[config.mk]
export PLATFORM = sky130hd
export DESIGN_NAME = rsa_decrypt_seq
export DESIGN_NICKNAME = d
export VERILOG_FILES = /design/src/rtl/rsa_decrypt_seq.sv
export SDC_FILE = /design/constraint.sdc
export NUM_CORES = 1
export LEC_CHECK = 0
export CORE_UTILIZATION = 35
export CTS_CLUSTER_DIAMETER = 60
export CTS_CLUSTER_SIZE = 16
export DETAILED_ROUTE_END_ITERATION = 10
export SYNTH_ARGS = -nofsm -noshare
export SYNTH_HDL_FRONTEND = slang
export SYNTH_SLANG_ARGS = --single-unit
[constraint.sdc]
create_clock -name clk -period 30.6 [get_ports clk]
set_input_delay 9.18 -clock clk [delete_from_list [all_inputs] [get_ports clk]]
set_output_delay 9.18 -clock clk [all_outputs]
set_load 0.05 [all_outputs]
[src/rtl/rsa_decrypt_seq.sv]
// rsa_decrypt_seq
// Sequential RSA receive-side engine. Takes a ciphertext C and key (d, n)
// over a valid/ready handshake and returns M = C^d mod n. Uses constant-time,
// MSB-first square-and-multiply. Only one transaction is in flight at a time.
//
// Optional feature macro: RSA_VERIFY_EN
//   When defined, the engine re-encrypts M with exponent e once the result
//   is known. It flags verify_fail when M^e mod n != C.
//   When undefined, verify_fail is tied low and e is ignored.
//
// Ports
//   clk          in   1  rising-edge clock
//   reset        in   1  asynchronous active-high reset
//   in_valid     in   1  C/d/n/e valid
//   in_ready     out  1  engine idle and able to accept
//   C            in   W  ciphertext
//   d            in   W  private exponent
//   n            in   W  modulus
//   e            in   W  public exponent (verify build only)
//   out_valid    out  1  result valid
//   out_ready    in   1  downstream accepts result
//   decrypted_M  out  W  plaintext result
//   err          out  1  operand error (n<2 or C>=n)
//   verify_fail  out  1  re-encryption mismatch
//   busy         out  1  engine not idle
module rsa_decrypt_seq #(
    parameter int W = 7
) (
    input  logic         clk,
    input  logic         reset,
    input  logic         in_valid,
    output logic         in_ready,
    input  logic [W-1:0] C,
    input  logic [W-1:0] d,
    input  logic [W-1:0] n,
    input  logic [W-1:0] e,
    output logic         out_valid,
    input  logic         out_ready,
    output logic [W-1:0] decrypted_M,
    output logic         err,
    output logic         verify_fail,
    output logic         busy
);

    localparam int IW = (W > 1) ? $clog2(W) : 1;

    localparam logic [2:0] IDLE = 3'd0;
    localparam logic [2:0] LOAD = 3'd1;
    localparam logic [2:0] SQR  = 3'd2;
    localparam logic [2:0] MUL  = 3'd3;
    localparam logic [2:0] DONE = 3'd4;
`ifdef RSA_VERIFY_EN
    localparam logic [2:0] VSQR = 3'd5;
    localparam logic [2:0] VMUL = 3'd6;
    localparam logic [2:0] VCHK = 3'd7;
`endif

    logic [2:0]    state;
    logic [W-1:0]  c_reg;
    logic [W-1:0]  n_reg;
    logic [W-1:0]  exp_reg;
    logic [W-1:0]  acc;
    logic [W-1:0]  base;
    logic [W-1:0]  result;
    logic [IW-1:0] bit_idx;

`ifdef RSA_VERIFY_EN
    logic [W-1:0]  e_reg;
`else
    logic          unused_e;
    assign unused_e = ^e;
`endif

    // Products are formed at full 2*W width before reduction, so nothing is lost.
    logic [2*W-1:0] n_wide;
    logic [2*W-1:0] sq_prod;
    logic [2*W-1:0] mul_prod;
    logic [W-1:0]   sq_mod;
    logic [W-1:0]   mul_mod;
    logic [W-1:0]   mul_next;
    logic           operand_bad;

    assign n_wide      = {{W{1'b0}}, n_reg};
    assign sq_prod     = {{W{1'b0}}, acc} * {{W{1'b0}}, acc};
    assign mul_prod    = {{W{1'b0}}, acc} * {{W{1'b0}}, base};
    assign sq_mod      = W'(sq_prod % n_wide);
    assign mul_mod     = W'(mul_prod % n_wide);
    // The multiply is always evaluated; the exponent bit only picks whether it is kept.
    assign mul_next    = exp_reg[bit_idx] ? mul_mod : acc;
    assign operand_bad = (n_reg < W'(2)) || (c_reg >= n_reg);

    assign in_ready    = (state == IDLE);
    assign busy        = (state != IDLE);
    assign out_valid   = (state == DONE);
    assign decrypted_M = result;

    always_ff @(posedge clk or posedge reset) begin
        if (reset) begin
            state       <= IDLE;
            c_reg       <= '0;
            n_reg       <= '0;
            exp_reg     <= '0;
            acc         <= '0;
            base        <= '0;
            result      <= '0;
            bit_idx     <= '0;
            err         <= 1'b0;
            verify_fail <= 1'b0;
`ifdef RSA_VERIFY_EN
            e_reg       <= '0;
`endif
        end else begin
            case (state)
                IDLE: begin
                    if (in_valid) begin
                        c_reg       <= C;
                        n_reg       <= n;
                        exp_reg     <= d;
`ifdef RSA_VERIFY_EN
                        e_reg       <= e;
`endif
                        result      <= '0;
                        err         <= 1'b0;
                        verify_fail <= 1'b0;
                        state       <= LOAD;
                    end
                end
                LOAD: begin
                    acc     <= W'(1);
                    base    <= c_reg;
                    bit_idx <= IW'(W - 1);
                    err     <= operand_bad;
                    state   <= SQR;
                end
                // A flagged operand error uses the first SQR slot as its exit,
                // which gives the error result its fixed two-cycle latency.
                SQR: begin
                    if (err) begin
                        state <= DONE;
                    end else begin
                        acc   <= sq_mod;
                        state <= MUL;
                    end
                end
                MUL: begin
                    acc <= mul_next;
                    if (bit_idx == '0) begin
                        result <= mul_next;
`ifdef RSA_VERIFY_EN
                        acc     <= W'(1);
                        base    <= mul_next;
                        exp_reg <= e_reg;
                        bit_idx <= IW'(W - 1);
                        state   <= VSQR;
`else
                        state  <= DONE;
`endif
                    end else begin
                        bit_idx <= bit_idx - IW'(1);
                        state   <= SQR;
                    end
                end
`ifdef RSA_VERIFY_EN
                VSQR: begin
                    acc   <= sq_mod;
                    state <= VMUL;
                end
                VMUL: begin
                    acc <= mul_next;
                    if (bit_idx == '0) begin
                        state <= VCHK;
                    end else begin
                        bit_idx <= bit_idx - IW'(1);
                        state   <= VSQR;
                    end
                end
                VCHK: begin
                    verify_fail <= (acc != c_reg);
                    state       <= DONE;
                end
`endif
                DONE: begin
                    if (out_ready) begin
                        state <= IDLE;
                    end
                end
                default: state <= IDLE;
            endcase
        end
    end

endmodule

# [Yosys cells after proc, flatten, opt, wreduce, memory -nomap -nowiden]
# Cells that the tools add are included.
[op_classes] n_eq_ne=9 muxes=17 reduce_logical=14 n_mul=2 addsub=1 magnitude_cmp=3 div=2
[ops] operator="remainder unit 14 x 7 -> 14 bit" n=2
[ops] operator="multiplier 7 x 7 -> 14 bit" n=2
[ops] operator="2-to-1 mux 7 bit" n=4
[ops] operator="one-hot mux 7 bit (3 select lines)" n=1
[ops] operator="2-to-1 mux 3 bit" n=5
[ops] operator="one-hot mux 3 bit (5 select lines)" n=1
[ops] operator="one-hot mux 7 bit (2 select lines)" n=1
[ops] operator="AND reduction 2 bit" n=5
[ops] operator="!= test 2 bit (second input constant)" n=4
[ops] operator=">= comparator 7 bit" n=1
[ops] operator="< comparator 7 x 2 -> 1 bit (second input constant)" n=1
[ops] operator="equality test 3 x 2 -> 1 bit (second input constant)" n=2
[ops] operator="logical NOT 3 bit" n=2
[ops] operator="one-hot mux 3 bit (2 select lines)" n=1
[ops] operator="nonzero test 2 bit" n=3
[ops] operator="nonzero test 3 bit" n=2
[ops] operator="< comparator 3 x 4 -> 1 bit (second input constant)" n=1
[ops] operator="binary-select mux 1 bit (select 3 bit)" n=1
[ops] operator="equality test 3 x 1 -> 1 bit (second input constant)" n=1
[ops] operator="equality test 3 bit (second input constant)" n=1
[ops] operator="AND reduction 3 bit" n=1
[ops] operator="subtractor 3 x 1 -> 3 bit (second input constant)" n=1
[ops] operator="2-to-1 mux 1 bit" n=2
[ops] operator="!= test 2 x 1 -> 1 bit (second input constant)" n=1
[ops] operator="2 further kinds" n=2
[totals] word_cells=57 in_bits=32 regBits=49

# [Logic depth before layout (Yosys ltp)]
# Gate-level depths: netlist (run 1).
[logic_depth] depth_word=5 depth_mapped=145 depth_no_buf=136

# [Worst setup path after synthesis (run 1)]
# No wires, ideal clock.
[synth_path] path_type="register to register" start="reg acc[1]" end="reg acc[2]" setup_time_ns=0.124 path_slack_ns=2.020 path_stages_with_launch=134 n_path_buf=8 t_required_ns=30.476 arrival_ns=28.456 path_cell_list="dfrtp_1 -> clkbuf_1 -> clkbuf_1 -> nand2_1 -> fa_1 -> fa_1 -> inv_1 -> fa_1 -> inv_1 -> fa_1 -> inv_1 -> ha_1 -> a21oi_1 -> o31ai_2 -> o211a_1 -> o211ai_1 -> ha_1 -> a21oi_1 -> [98 not listed] -> inv_1 -> nand2_1 -> nand3b_2 -> mux2_2 -> ha_1 -> nor2b_1 -> o21ai_0 -> nand2b_1 -> a21o_1 -> a21o_1 -> a221oi_1 -> o221ai_1 -> a2111o_1 -> nor4_2 -> buf_4 -> nand2_1 -> and3_1 -> o31a_1"
[synth_between] elab_chain_len=4
[synth_lines] item="from (decl)" line_no="62" text="logic [W-1:0] acc;"
[synth_lines] item="from (signal assigned)" line_no="141" text="acc <= sq_mod;"
[synth_lines] item="from (signal assigned)" line_no="146" text="acc <= mul_next;"
[synth_lines] item="multiplier 7 x 7 -> 14 bit (on tied branches)" line_no="85, 84"
[synth_lines] item="remainder unit 14 x 7 -> 14 bit (on tied branches)" line_no="87, 86"
[synth_lines] item="2-to-1 mux 7 bit (on tied branches)" line_no="89, 138"
[synth_lines] item="one-hot mux 7 bit (3 select lines) *" line_no="113" text="case (state)"
# Mark *: on every way between the ends. The rest lies on a longest branch, timed or not. The select of a mux whose other input is x is not followed.
# A chain may end at the register's enable or synchronous reset.

# [Worst setup path after layout (run 1)]
[layout_path] start="reg base[3]" end="reg acc[4]"
[layout_between] elab_chain_len=4
[layout_lines] item="from (decl)" line_no="63" text="logic [W-1:0] base;"
[layout_lines] item="from (signal assigned)" line_no="130" text="base <= c_reg;"
[layout_lines] item="multiplier 7 x 7 -> 14 bit" line_no="85" text="assign mul_prod = {{W{1'b0}}, acc} * {{W{1'b0}}, base};"
[layout_lines] item="remainder unit 14 x 7 -> 14 bit" line_no="87" text="assign mul_mod = W'(mul_prod % n_wide);"
[layout_lines] item="2-to-1 mux 7 bit" line_no="89" text="assign mul_next = exp_reg[bit_idx] ? mul_mod : acc;"
[layout_lines] item="one-hot mux 7 bit (3 select lines)" line_no="113"
# No other way between the ends.

==> results of run 1 <==
==> layout make-up <==
type | count | area, um2 | area share
clock buffer | 5 | 125 | 0.00800
clock inverter | 3 | 28.8 | 0.00184
inverter | 106 | 398 | 0.0254
multi-input combinational | 1585 | 12300 | 0.785
sequential | 49 | 1230 | 0.0784
tap | 518 | 648 | 0.0414
timing repair buffer | 111 | 937 | 0.0599
==> per-layer routing <==
layer / part of all wire / up-vias / GRT usage / routed length, um
li1: - / 6753 / - / -
met1: 0.48 / 6403 / 0.252 / 18100
met2: 0.46 / 259 / 0.315 / 17500
met3: 0.037 / 48 / 0.0154 / 1380
met4: 0.017 / 0 / 0.0344 / 650
met5: 0 / - / 0 / 0
==> worst max-delay path, delay by kind of cell (launching register included) <==
family	cells	cell delay [ns]
compound gates	61	12.43
fa+ha+maj	19	6.51
buf+inv	15	2.03
flops	1	0.47
mux	3	0.66
simple gates	33	6.55
==> timing repair <==
item / CTS / global route
gates resized for setup: 0 / 61
setup endpoints to repair: 0 / 14
buffers inserted: 0 / 10
==> per-stage QoR <==
step                TNS [ns]  cells   util  hold WS (ns)  cell area (um2)
floorplan                  0   1781      -         0.463            13800
global placement           0   2358  0.390         0.485            15100
detailed placement         0   2358  0.390         0.478            15100
CTS                        0   2366  0.394         0.500            15300
global route         -0.0539   2377  0.404         0.524            15600
finish                     0   2377  0.404         0.505            15600
==> path summary, 6_finish.rpt <==
kind,to,depth (start not counted)
worst max-delay path,acc[4],131
worst min-delay path,decrypted_M[5],2
worst max register to register,acc[4],131
worst min register to register,decrypted_M[5],2
max in group asynchronous,n_reg[0],3
min in group asynchronous,c_reg[5],3
==> synth_stat cells (all sizes together) (6+ instances only) <==
library cell / instances / area share
a21boi: 11 / 0.0060
or3: 25 / 0.011
o311ai: 7 / 0.0044
a21o: 42 / 0.023
o21a: 64 / 0.035
and3: 14 / 0.0063
inv: 106 / 0.029
nand2b: 35 / 0.016
o31a: 6 / 0.0038
o211ai: 20 / 0.011
nor3: 78 / 0.029
nor2b: 18 / 0.0082
nor2: 162 / 0.044
nor4: 8 / 0.0052
fa: 41 / 0.059
a31oi: 12 / 0.0054
o31ai: 27 / 0.015
xor2: 35 / 0.022
xnor2: 55 / 0.035
mux2i: 30 / 0.023
clkbuf: 28 / 0.0077
o21ai: 94 / 0.034
nand2: 151 / 0.041
o22ai: 7 / 0.0032
a2111oi: 10 / 0.0068
buf: 13 / 0.0053
nand4: 14 / 0.0063
o2111ai: 6 / 0.0038
mux2: 50 / 0.041
a211oi: 22 / 0.012
dfrtp: 49 / 0.089
and2: 57 / 0.026
or4: 6 / 0.0033
o221ai: 9 / 0.0062
or2: 10 / 0.0045
a21oi: 112 / 0.041
ha: 223 / 0.20
nand3: 36 / 0.013
==> kinds of logic after synthesis <==
logic type,after synthesis
adders and majority gates,267
xor gates and xnor gates,90
buffers and inverters,147
muxes,81
and+or+nand+nor,638
DFF,49
AOI/OAI and AO/OA,508
other,1
==> impl_results.md, run 1 <==
* Final Worst Setup Slack at 1.80 ns
* Clk_lat worst skew at 0.30 ns
* Layout area overhead at 13.4%
* Most used flip-flop cell after synthesis: dfrtp_1
* Post-Syn Area per Cell at 7.75 um2
* DRC Markers at 0
* Max Freq at 34.7 MHz
* CP dominant cell by count: ha_1
* Compound-cell area share of the yosys netlist at 0.251
* EDFF count, synth at 0
* Routed WL at 37700 um
* Clock Skews at 0.00901 ns
* Highest-count cells in the layout ignoring fill and taps: ha_1 (223), nor2_1 (156), nand2_1 (148), inv_1 (104), a21oi_1 (102)
* H-tree Lvls at 2
* Hold Crit Start: decrypted_M[5]
* R2r setup slk at 1.80 ns
* CTS Buf Count at 5
* HP Class: flop to flop
* Critical path type: flop to flop
* Synth async-reset ratio at 1.00
* CTS tree: built
* Nature of the critical path endpoint: flop
* Synth cell types at 103
* Post-synthesis sequential area ratio at 0.0889
* Final setup vio count at 0
* Largest family of logic cells by synthesized area: adder cells
* Fin nets at 2154
* Largest net degree at the start of global routing at 50
* Final Cycle Share at 0.941
* Reg clk slew, reported paths at 0.08 ns
* Worst Path Required at 30.79 ns
* Gr usage total at 0.184
* Setup WS pre-CTS at 0.585 ns
* Slew Viols, Final at 0
* Most common cell after layout, fill and taps aside: ha_1
* DIE HEIGHT at 201 um
* Syn Inst Count at 1781
* Status: finished, final reports clean
* Core area at 0.0387 mm2
* Synth Register Bits at 49
* Initial drt markers at 764
* Num Clock Sinks at 49
* Max_slew headroom at 0.183
* Syn Std Cell Area at 0.0138 mm2
* Post-route minimum period at 28.80 ns
* PortBufs at 35
* WP data arrival at 28.99 ns
* Final RePlAce weighted congestion at 0.901
* Ys Warns at 0
* Hold Vio Cnt, Final at 0
* Slowest stage cell, crit path: or4_1
* Mux share of post-synthesis cell area at 0.0662
* Drt first pass iters at 5
* Max incr delay on CP at 0.62 ns
* Share of synthesized cell area in and, or, nand and nor gates at 0.231
* Startpoint types: flop
* Hold_buf cts at 0
* Grt total ovfl at 0
* Highest net fanout along the worst path at 12
* Root Buffer: clkbuf_16
* Max-cap violation count at 0
* Filler cells at 3970
* # rows at 72
* Syn Nets at 2077
* Routed vias/inst at 5.66
* Post-detailed-route wirelength per cell at 15.9 um
* Critical path origin: base[3]
* Max Buffers Root-to-Sink at 2
* Die area at 0.0402 mm2
* Post-Synth XOR/XNOR Area at 0.0571
* Final ANT Viol Nets at 0
* Initial antenna violation count at 0
* Post-DP HPWL at 29800 um
* R2R Path Start: base[3]
* Slew @ Worst Pin at 1.22 ns
* Number of placed I/O pins at 44
* Antenna diodes at 0
* Vias in the first global route at 13000
* DR vias at 13500
* Die Width at 201 um
* First-pass GRT wire length at 63200 um
* Layout cells sized above 1 at 0.116
* Effective utilization at floorplan at 0.356
* Adder-Cell Fraction of Synth Area at 0.264
Power of run 1 is left out: the tool's default activity adds up to more than one toggle a clock period on the data nets, which glitch-free logic cannot reach.
==> inputs of run 2 (changes only) <==
Settings changed: ABC_AREA from default to 1, ABC_CLOCK_PERIOD_IN_PS from default to 30600, SLEW_MARGIN from default to 20.
==> run 2 against run 1 <==
Effect of this change: wire length decreased by 9.1%; cell count increased by 14%; sequential share of layout area increased by 0.30 points; cell area decreased by 3.1%; first-iteration DRC count decreased by 20%; count of clock-buffer cells in the layout unchanged; clock skew decreased by 0.0029 ns; register-to-register slack improved by 1.2 ns; critical path type unchanged; largest cell class unchanged.
==> impl_results.md, run 2 <==
* Status: finished, final reports clean
* Grt total ovfl at 0
* Initial drt markers at 613
* Initial antenna violation count at 0
* CP dominant cell by count: nand2_1
* Dominant cells by area after synthesis: ha_1 (20%), nand2_1 (16%), inv_1 (9.6%)
* Final RePlAce weighted congestion at 0.839
* Vias in the first global route at 12600
* Most used flip-flop cell after synthesis: dfrtp_1
* Synth async-reset ratio at 1.00
* Syn Nets at 2471
* Clock Skews at 0.00609 ns
* Final Cycle Share at 0.903
* Reg-to-Reg End: acc[5]
* Footprint of the multi-input gates at 0.0112 mm2
* Yosys top cell by area: ha_1
* R2R Path Start: acc[3]
* Startpoint types: flop
* Highest-count cells in the layout ignoring fill and taps: nand2_1 (597), inv_1 (362), ha_1 (223), nand3_1 (122), nor2_1 (106)
* Die area at 0.0412 mm2
* Syn Std Cell Area at 0.0141 mm2
* DR vias at 13400
* Post-detailed-route wirelength per cell at 12.6 um
* HP Class: flop to flop
* Ys Warns at 0
* Num Clock Sinks at 49
* Core area at 0.0397 mm2
* Design area at 0.0152 mm2
* Largest net degree at the start of global routing at 50
* Syn Inst Count at 2175
* DIE HEIGHT at 203 um
* Routed vias/inst at 4.93
* Slowest stage cell, crit path: dfrtp_1
* Post-route minimum period at 27.63 ns
* Highest net fanout along the worst path at 15
* Hold_ws at 0.481 ns
* Critical path origin: acc[3]
* Max_slew headroom at 0.439
* RSZ-0062 raised after global routing: false
* Reg2Reg Depth at 173
* Post_cts resized at 0
* H-tree Lvls at 2
* Final ANT Viol Nets at 0
* Layout area overhead at 7.38%
* Final setup vio count at 0
* Effective utilization at floorplan at 0.355
* Root Buffer: clkbuf_16
* EDFF count, synth at 0
* CTS Buf Count at 5
* CP endpoint: acc[5]
* Cell Area, Placed at 0.0150 mm2
* Setup TNS at 0 ns
* Die Width at 203 um
* Routed WL at 34300 um
* Setup bufs post-CTS at 0
* Synth cell types at 58
* Filler cells at 4223
* Post-synthesis sequential area ratio at 0.0868
* Nature of the critical path endpoint: flop
* # rows at 73
* Gr usage total at 0.167
* Yosys top cell area share at 0.198
* Hold_buf cts at 0
* Reg clk slew, reported paths at 0.07 ns
* Most common cell after layout, fill and taps aside: nand2_1
* Max Buffers Root-to-Sink at 2
* Reg area at 0.00123 mm2
* Post-DP HPWL at 28100 um
* Layout cells sized above 1 at 0.0776
* Synth Register Bits at 49
* Slew @ Worst Pin at 0.841 ns
* Worst Path Required at 30.84 ns
* R2r setup slk at 2.97 ns
* Drt first pass iters at 7
* Antenna diodes at 0
* Top-count cell post-synth: nand2_1
* Fin nets at 2485
* Number of placed I/O pins at 44
* Hold Vio Cnt, Final at 0
* Clk_lat worst skew at 0.30 ns
* Max incr delay on CP at 0.76 ns
* Critical path type: flop to flop
* Slew Viols, Final at 0
* DRC Markers at 0
* CTS tree: built
* Post-Syn Area per Cell at 6.49 um2
* First-pass GRT wire length at 58600 um
* Post-synth top cells: nand2_1 (597), inv_1 (363), ha_1 (223), nand3_1 (122), nor2_1 (106)
* WP data arrival at 27.87 ns
* PortBufs at 35
* Max Freq at 36.2 MHz
* Max-cap violation count at 0
* Post-Route Utilization at 0.382
run 2: cell types whose count changed after synthesis, moves of 23 or more:
| cell | previous run | this run |
|---|---|---|
| nand2b_1 | 35 | 0 |
| nor3_1 | 76 | 14 |
| nand4_1 | 14 | 37 |
| nor2_1 | 162 | 106 |
| and2_1 | 57 | 1 |
| nand2_1 | 151 | 597 |
| nand2_2 | 0 | 37 |
| mux2_2 | 49 | 0 |
| o21a_1 | 63 | 9 |
| xor2_1 | 35 | 67 |
| inv_1 | 105 | 363 |
| mux2i_1 | 26 | 1 |
| o21ai_0 | 82 | 105 |
| nand3_1 | 35 | 122 |
run 2: routing by layer:
layer / global-route usage / vias up / part of all wire
met5: 0 / - / 0
met4: 0.0274 / 0 / 0.014
met3: 0.0112 / 32 / 0.028
met2: 0.289 / 191 / 0.46
met1: 0.230 / 6130 / 0.50
li1: - / 7021 / -
run 2: logic make-up (layout without fill, tap and decap cells):
group	count (synthesis)	count (layout)	synth area share
buf+inv	421	436	0.117
flops	49	49	0.0868
xor+xnor	116	116	0.0720
compound gates	315	315	0.132
simple gates	1008	1008	0.336
fa+ha+maj	264	264	0.256
other cells	1	1	0.000266
mux	1	1	0.000709
run 2: layout make-up:
class	count	area share
well taps	525	0.0433
clock buffers	5	0.00825
multi-input cells	1705	0.742
flip-flops and latches	49	0.0814
inverters	385	0.0954
repair buffers	43	0.0271
clock inverters	3	0.00289
run 2: worst min path at each step:
stage	start	endpoint	slack [ns]	depth (start not counted)
finish	exp_reg[1]	exp_reg[1]	0.48	2
global placement	exp_reg[3]	exp_reg[3]	0.47	2
detailed placement	exp_reg[1]	exp_reg[1]	0.47	2
global route	exp_reg[1]	exp_reg[1]	0.53	2
floorplan	exp_reg[1]	exp_reg[1]	0.45	2
CTS	exp_reg[1]	exp_reg[1]	0.49	2
run 2: metrics by stage:
step                setup slack, ns  instances
global route                  0.107       2715
CTS                            2.77       2715
global placement               3.54       2707
floorplan                      6.28       2175
finish                         2.97       2715
detailed placement             2.91       2707
run 2: worst max-delay path, delay by kind of cell, from the launching register on:
| family | cells | cell delay (ns) |
|---|---|---|
| AOI/OAI and AO/OA | 52 | 9.36 |
| adders and majority gates | 19 | 6.83 |
| buffers and inverters | 26 | 2.42 |
| and+or+nand+nor | 76 | 8.20 |
| DFF | 1 | 0.76 |
Power of run 2 is left out for the same reason.
==> inputs of run 3 (changes only) <==
Settings changed: CAP_MARGIN from default to 25.
==> run 3 against run 2 <==
Effect of this change: via count decreased by 0.21%; non-clock buffer count increased by 1; worst setup slack improved by 0.069 ns; register-to-register slack improved by 0.07 ns; sequential cell count unchanged; first-iteration DRC count increased by 12%; cell area unchanged.
==> impl_results.md, run 3 (synthesized netlist as in run 2, its figures left out) <==
* Worst Path Required at 30.83 ns
* HP Class: flop to flop
* Slew Viols, Final at 0
* Hold Crit Start: exp_reg[0]
* Clock Skews at 0.00775 ns
* Max-cap violation count at 0
* Clk_lat worst skew at 0.30 ns
* Final Cycle Share at 0.901
* Placed Instances at 2708
* DIE HEIGHT at 203 um
* Vias in the first global route at 12600
* Post-route minimum period at 27.57 ns
* Setup bufs post-CTS at 0
* Max Freq at 36.3 MHz
* Post-detailed-route wirelength per cell at 12.7 um
* Final setup vio count at 0
* Layout area overhead at 7.38%
* CTS Buf Count at 5
* Highest-count cells in the layout ignoring fill and taps: nand2_1 (597), inv_1 (362), ha_1 (223), nand3_1 (122), nor2_1 (106)
* Hold_buf cts at 0
* Routed vias/inst at 4.91
* Max Buffers Root-to-Sink at 2
* Hold_ws at 0.488 ns
* Hold-critical path depth at 2
* Final RePlAce weighted congestion at 0.839
* WP data arrival at 27.79 ns
* Fin nets at 2486
* Cell Area, Placed at 0.0150 mm2
* Highest net fanout along the worst path at 15
* Max_slew headroom at 0.502
* Most common cell after layout, fill and taps aside: nand2_1
* First-pass GRT wire length at 58400 um
* Startpoint types: flop
* DR vias at 13300
* Die Width at 203 um
* H-tree Lvls at 2
* Nature of the critical path endpoint: flop
* Finished Layout Cells at 2716
* Largest net degree at the start of global routing at 31
* Slowest stage cell, crit path: dfrtp_1
* Cell family with most CP delay: compound AO/OA/AOI/OAI gates
* Initial antenna violation count at 0
* Core area at 0.0397 mm2
* CTS tree: built
* Max incr delay on CP at 0.74 ns
* # rows at 73
* Worst path bufs/invs at 26
* PortBufs at 35
* Final ANT Viol Nets at 0
* Status: finished, final reports clean
* Root Buffer: clkbuf_16
* Hold path endpoint: exp_reg[0]
* R2r setup slk at 3.03 ns
* RSZ-0062 raised after global routing: false
* Hold Vio Cnt, Final at 0
* Effective utilization at floorplan at 0.355
* Reg2Reg Depth at 174
* Slew @ Worst Pin at 0.746 ns
* Die area at 0.0412 mm2
* CP dominant cell by count: nand2_1
* Drt first pass iters at 8
* Design area at 0.0152 mm2
* Reg clk slew, reported paths at 0.07 ns
* DRC Markers at 0
* Reg-to-Reg End: acc[5]
* Number of placed I/O pins at 44
* Routed WL at 34400 um
* R2R Path Start: acc[3]
* Initial drt markers at 686
* Layout cells sized above 1 at 0.0776
* Gr usage total at 0.168
* Post-DP HPWL at 28200 um
* Footprint of the multi-input gates at 0.0112 mm2
* Antenna diodes at 0
* Num Clock Sinks at 49
* Setup TNS at 0 ns
* Reg area at 0.00123 mm2
* Grt total ovfl at 0
* Filler cells at 4233
* Critical path type: flop to flop
run 3: changes by cell type in the layout (fill, tap and decap cells not counted), sizes merged:
cell / before / now
clkbuf: 5 / 6
buf: 8 / 9
inv: 383 / 384
bufinv: 1 / 0
clkinv: 4 / 3
run 3: area by class of cell:
type,instances,share of cell area
Multi-Input combinational cell,1705,0.742
Inverter,385,0.0953
Sequential cell,49,0.0814
Tap cell,525,0.0433
Timing Repair Buffer,44,0.0289
Clock buffer,6,0.00850
Clock inverter,2,0.000908
run 3: repair_timing:
item                                    CTS  global route
resized for setup                         0             6
hold endpoints to repair                  0             0
endpoints found under the setup margin    0             7
run 3: tightest hold or removal path: cells and delay by family, from the launching register on:
family,cells,cell delay [ns]
DFF,1,0.35
and+or+nand+nor,2,0.11
run 3: routing by layer:
metal,global-route usage,share of wire,vias up
met5,0,0,-
met4,0.0263,0.014,0
met3,0.0162,0.035,33
met2,0.294,0.46,199
met1,0.224,0.49,6091
li1,-,-,7023
run 3: worst max-delay path by stage:
stage,start,slack [ns],cells after the start,end
final,acc[3],3.03,174,acc[5]
after global routing,acc[2],0.10,178,acc[5]
after CTS,acc[2],2.77,174,acc[5]
after detailed placement,acc[2],2.90,174,acc[5]
after global placement,acc[2],3.54,174,acc[5]
after floorplan,acc[6],6.28,180,acc[0]
run 3: metrics by stage:
stage                     setup slack [ns]   util
final                                 3.03  0.382
after detailed placement              2.90  0.378
after CTS                             2.77  0.381
after global routing                 0.100  0.382
after floorplan                       6.28      -
after global placement                3.54  0.377
Power of run 3 is left out for the same reason.
